===== src/rtl/mem_bus_arbiter.sv =====
// Shared memory-port arbiter: fetch (i_*) and data (d_*) requesters share one
// SRAM-like port (m_*). The data side has priority while unlocked, and the grant
// is held until the address is accepted. An in-order owner FIFO routes each
// response back to whichever side issued the matching request.
module mem_bus_arbiter #(
    parameter int MAX_OUTST = 2
) (
    input  logic        clk,
    input  logic        rst,
    input  logic        i_req,
    input  logic        i_wr,
    input  logic [1:0]  i_size,
    input  logic [31:0] i_addr,
    input  logic [31:0] i_wdata,
    output logic        i_addr_ok,
    output logic        i_data_ok,
    output logic [31:0] i_rdata,
    input  logic        d_req,
    input  logic        d_wr,
    input  logic [1:0]  d_size,
    input  logic [31:0] d_addr,
    input  logic [31:0] d_wdata,
    output logic        d_addr_ok,
    output logic        d_data_ok,
    output logic [31:0] d_rdata,
    output logic        m_req,
    output logic        m_wr,
    output logic [1:0]  m_size,
    output logic [31:0] m_addr,
    output logic [31:0] m_wdata,
    input  logic        m_addr_ok,
    input  logic        m_data_ok,
    input  logic [31:0] m_rdata,
    output logic [3:0]  outst_cnt,
    output logic        proto_err
);

    localparam int PW = (MAX_OUTST > 1) ? $clog2(MAX_OUTST) : 1;
    localparam logic [3:0]    MAX_CNT  = 4'(MAX_OUTST);
    localparam logic [PW-1:0] LAST_PTR = PW'(MAX_OUTST - 1);

    typedef enum logic {
        UNLOCKED = 1'b0,
        LOCKED   = 1'b1
    } lock_state_t;

    lock_state_t          state_reg, state_next;
    logic                 owner_reg, owner_next;   // 0 = fetch, 1 = data
    logic                 sel;
    logic                 sel_req;
    logic                 fifo_full;
    logic                 fifo_empty;
    logic                 push;
    logic                 pop;
    logic                 head;
    logic [PW-1:0]        wptr_reg;
    logic [PW-1:0]        rptr_reg;
    logic [3:0]           cnt_reg;
    logic                 proto_err_reg;
    logic [MAX_OUTST-1:0] fifo_mem;

    // Requester selection and muxing of the shared port. Every output is forced
    // to zero while reset is asserted, so the port goes quiet immediately.
    always_comb begin
        sel        = (state_reg == LOCKED) ? owner_reg : d_req;
        sel_req    = sel ? d_req : i_req;
        fifo_full  = (cnt_reg >= MAX_CNT);
        fifo_empty = (cnt_reg == 4'd0);
        m_req      = rst & sel_req & ~fifo_full;
        m_wr       = m_req & (sel ? d_wr : i_wr);
        m_size     = m_req ? (sel ? d_size  : i_size)  : 2'b0;
        m_addr     = m_req ? (sel ? d_addr  : i_addr)  : 32'h0;
        m_wdata    = m_req ? (sel ? d_wdata : i_wdata) : 32'h0;
        push       = m_req & m_addr_ok;
        i_addr_ok  = push & ~sel;
        d_addr_ok  = push & sel;
        // A response with an empty FIFO is never matched against a same-cycle push.
        head       = fifo_mem[rptr_reg];
        pop        = rst & m_data_ok & ~fifo_empty;
        i_data_ok  = pop & ~head;
        d_data_ok  = pop & head;
        i_rdata    = i_data_ok ? m_rdata : 32'h0;
        d_rdata    = d_data_ok ? m_rdata : 32'h0;
        outst_cnt  = cnt_reg;
        proto_err  = proto_err_reg;
    end

    // Lock next-state: hold the grant from an unaccepted request until the
    // address is taken, or release if the owner withdraws its request.
    always_comb begin
        state_next = state_reg;
        owner_next = owner_reg;
        case (state_reg)
            UNLOCKED: begin
                if (m_req && !m_addr_ok) begin
                    state_next = LOCKED;
                    owner_next = sel;
                end
            end
            LOCKED: begin
                if (push || !sel_req) begin
                    state_next = UNLOCKED;
                end
            end
            default: state_next = UNLOCKED;
        endcase
    end

    // Lock state register.
    always_ff @(posedge clk or negedge rst) begin
        if (!rst) begin
            state_reg <= UNLOCKED;
            owner_reg <= 1'b0;
        end else begin
            state_reg <= state_next;
            owner_reg <= owner_next;
        end
    end

    // Owner FIFO storage: one id bit per outstanding transaction.
    always_ff @(posedge clk or negedge rst) begin
        if (!rst) begin
            fifo_mem <= '0;
        end else if (push) begin
            fifo_mem[wptr_reg] <= sel;
        end
    end

    // FIFO pointers and occupancy; pointers wrap at MAX_OUTST, not a power of two.
    always_ff @(posedge clk or negedge rst) begin
        if (!rst) begin
            wptr_reg <= '0;
            rptr_reg <= '0;
            cnt_reg  <= 4'd0;
        end else begin
            if (push) begin
                wptr_reg <= (wptr_reg == LAST_PTR) ? '0 : wptr_reg + 1'b1;
            end
            if (pop) begin
                rptr_reg <= (rptr_reg == LAST_PTR) ? '0 : rptr_reg + 1'b1;
            end
            case ({push, pop})
                2'b10:   cnt_reg <= cnt_reg + 4'd1;
                2'b01:   cnt_reg <= cnt_reg - 4'd1;
                default: cnt_reg <= cnt_reg;
            endcase
        end
    end

    // Sticky protocol error: a response arrived with nothing outstanding.
    always_ff @(posedge clk or negedge rst) begin
        if (!rst) begin
            proto_err_reg <= 1'b0;
        end else if (m_data_ok && fifo_empty) begin
            proto_err_reg <= 1'b1;
        end
    end

endmodule


===== config.mk =====
export PLATFORM = sky130hd
export DESIGN_NAME = mem_bus_arbiter
export DESIGN_NICKNAME = d
export VERILOG_FILES = /design/src/rtl/mem_bus_arbiter.sv
export SDC_FILE = /design/constraint.sdc
export NUM_CORES = 1
export LEC_CHECK = 0
export ABC_AREA = 1
export BUFFER_PORTS_ARGS = -buffer_cell sky130_fd_sc_hd__buf_2
export CORE_AREA = 8 8 117 119
export CTS_BUF_LIST = sky130_fd_sc_hd__clkbuf_4
export DETAILED_ROUTE_END_ITERATION = 6
export DIE_AREA = 0 0 125 127
export PLACE_DENSITY_LB_ADDON = 0.2
export RECOVER_POWER = 50
export SLEW_MARGIN = 10
export SYNTH_ARGS = -nofsm -noshare
export SYNTH_HDL_FRONTEND = slang
export SYNTH_SLANG_ARGS = --single-unit

===== constraint.sdc =====
create_clock -name clk -period 5.5 [get_ports clk]
set_input_delay 0 -clock clk [delete_from_list [all_inputs] [get_ports clk]]
set_output_delay 0 -clock clk [all_outputs]
set_load 0.02 [all_outputs]

==> flow_summary.ini <==
[outcome]
status = finished clean

[timing]
fin_setup_tns_ns = 0
min_period_ns = 3.54
setup_viol = 0
finalCritPeriodShare_pct = 64.4
slew_viol_final = 0
fin_skew_ns = 0.00317
rsz0062_at_grt = no
clock.fmax_ghz = 0.282
worst_pin_slew_ns = 1.07
max_slew_margin_pct = 28.6
final_hold_viol_count = 0

[power_and_ir_drop]
p_total_mw = 0.984
vdd_ir_drop_max_mv = 0.146
p_per_area_nw_per_um2 = 267
p_leak_nw = 2.28

[clocking]
root_buffer = clkbuf_4
clk_latency_ns = 0.27
numCtsBuffers = 3
cts_resized = 0
numClockSinks = 11
clk_path_buf_depth = 2
clkTransAtPathRegs_ns = 0.08
ctsHoldBuffers = 2
htree_levels = 1
post_cts_buffers = 0
cts_tree = done

[global_routing]
use_met2_pct = 27.4
grt_use_met1_pct = 15.9
gr-total-overflow = 0
antenna_found_initial = 0
grt_max_degree = 50
globalRoute.busiestLayer = met2
grt_pass1_vias = 3524
grt_pass1_wl_mm = 19.0
use_met3_pct = 3.29
grt_use_total_pct = 14.3

[synthesis]
synth_top_area_share_pct = 29.6
ys.warnings.count = 0
synth_nets = 596
syn-cell-area_um2 = 2100
synth.area.top_cells = nand2_1, dfrtp_1, nor2_1
ys_ff_latch = 11
synth_largest_area_cell = nand2_1
yosysUniqueCellTypes = 22
syn_area_per_cell_um2 = 5.00
synthCells = 421
yosysSeqAreaShare_pct = 13.1

[die]
ios = 313
die_w_um = 125
coreArea_um2 = 11800
dieArea_um2 = 15900
rows = 40
start_util_pct = 17.8
die-height_um = 127

[detailed_routing]
post_drt_wl_per_cell_um = 14.4
viasPerCell = 4.19
wl_mm = 12.4
drc = 0
via_count = 3608
drt_iter0_markers = 161
drt_first_pass_iters = 5
antenna_left = 0

[place]
gp_congestion = 0.852
hpwl_mm = 10.4
io_buffers = 312
post-place-cells = 856

[worst_setup_path]
crit_buf_inv = 3
slowest_stage = nand2_1
worstSetupStartpointType = register
critPathRequiredTime_ns = 5.69
path_common_cell = nand2_1
crit_fanout = 42
end_kind = register
crit_family = simple AND/OR/NAND/NOR gates
cp_cell_sequence = inv_2 > nand2_1 > nand2_1 > buf_4 > nand2_1 > nand2_1 > nand3_1 > ha_1 > nand2_1 > inv_1 > nor2_1 > ha_1 > a21oi_1 > xor2_1 > o21ai_0
max_stage_delay_ns = 0.75
arrival_ns = 3.74
worstSetupPathType = register to register

[final_layout]
nets = 891
most-common-layout-cells = buf_2, nand2_1, nor2_1, clkbuf_1, a21oi_1
largest_reg_flops = 4
fin_cells = 862
final_core_util_pct = 31.3
antenna_cells = 0
drive_gt1_share_pct = 39.0
layout_commonest_cell = buf_2
area.growth.synth_to_final_pct = 75.4

[hold_path]
hold_class = primary input to register

[run]
maxCapViolations = 0
==> Yosys cell counts <==
cell,instances
inv_2,3
nand2_1,166
buf_6,3
xor2_1,2
ha_1,3
nor2_1,70
a21oi_2,20
nand4_1,4
o21ai_0,3
nor2_2,3
buf_1,3
nand3_2,1
a21oi_1,48
nand3_1,9
xnor2_1,1
inv_1,47
buf_2,12
clkbuf_1,8
nand2_2,2
dfrtp_1,11
buf_4,1
a21o_1,1
==> worst min-delay path: stages <==
cell,delay (ns)
buf_2,0.13
nand3_1,0.08
nand2_1,0.05
==> cells by family after synthesis <==
logic type | Yosys count | synth area share [%]
AO/OA/AOI/OAI | 72 | 20.8
XOR/XNOR | 3 | 1.25
adder cells (fa/ha/maj) | 3 | 1.78
buffers and inverters | 77 | 15.7
flip-flops | 11 | 13.1
AND/OR/NAND/NOR | 255 | 47.4
==> layer usage <==
metal,vias to the layer above,routed length [µm]
li1,1872,-
met3,14,934
met1,1568,4790
met4,0,150
met2,154,6530
met5,-,0
==> report_power, final <==
group	switching (mW)	internal (mW)	total, mW
Sequential	0.0348	0.116	0.150
Combinational	0.544	0.227	0.771
Clock	0.0296	0.0330	0.0626
Total	0.609	0.375	0.984
==> worst paths after layout <==
path / start / end / slack, ns / depth (start not counted)
min reg2reg: proto_err / proto_err / 0.46 / 1
min: d_req / owner_reg / 0.03 / 3
max reg2reg: state_reg / outst_cnt[2] / 1.96 / 15
min in group asynchronous: rst / outst_cnt[2] / 0.31 / 2
max: state_reg / outst_cnt[2] / 1.96 / 15
max in group asynchronous: rst / wptr_reg / 4.72 / 2
==> layout make-up <==
type,count,area [µm²]
fillers,1404,8120
repair buffers,317,1520
multi-input cells,333,1490
flip-flops and latches,11,275
inverters,50,188
well taps,147,184
clock buffers,4,30.0
==> stage by stage <==
stage               hold WS (ns)  instance area (µm²)  setup slack (ns)
floorplan                 -0.296                 2100              3.41
global placement         -0.0960                 3730              2.44
detailed placement       -0.0940                 3730              2.26
CTS                       0.0293                 3780              2.23
global route              0.0262                 3690              1.46
finish                    0.0338                 3690              1.96
Note: power is estimated with default switching activity, not from simulation.
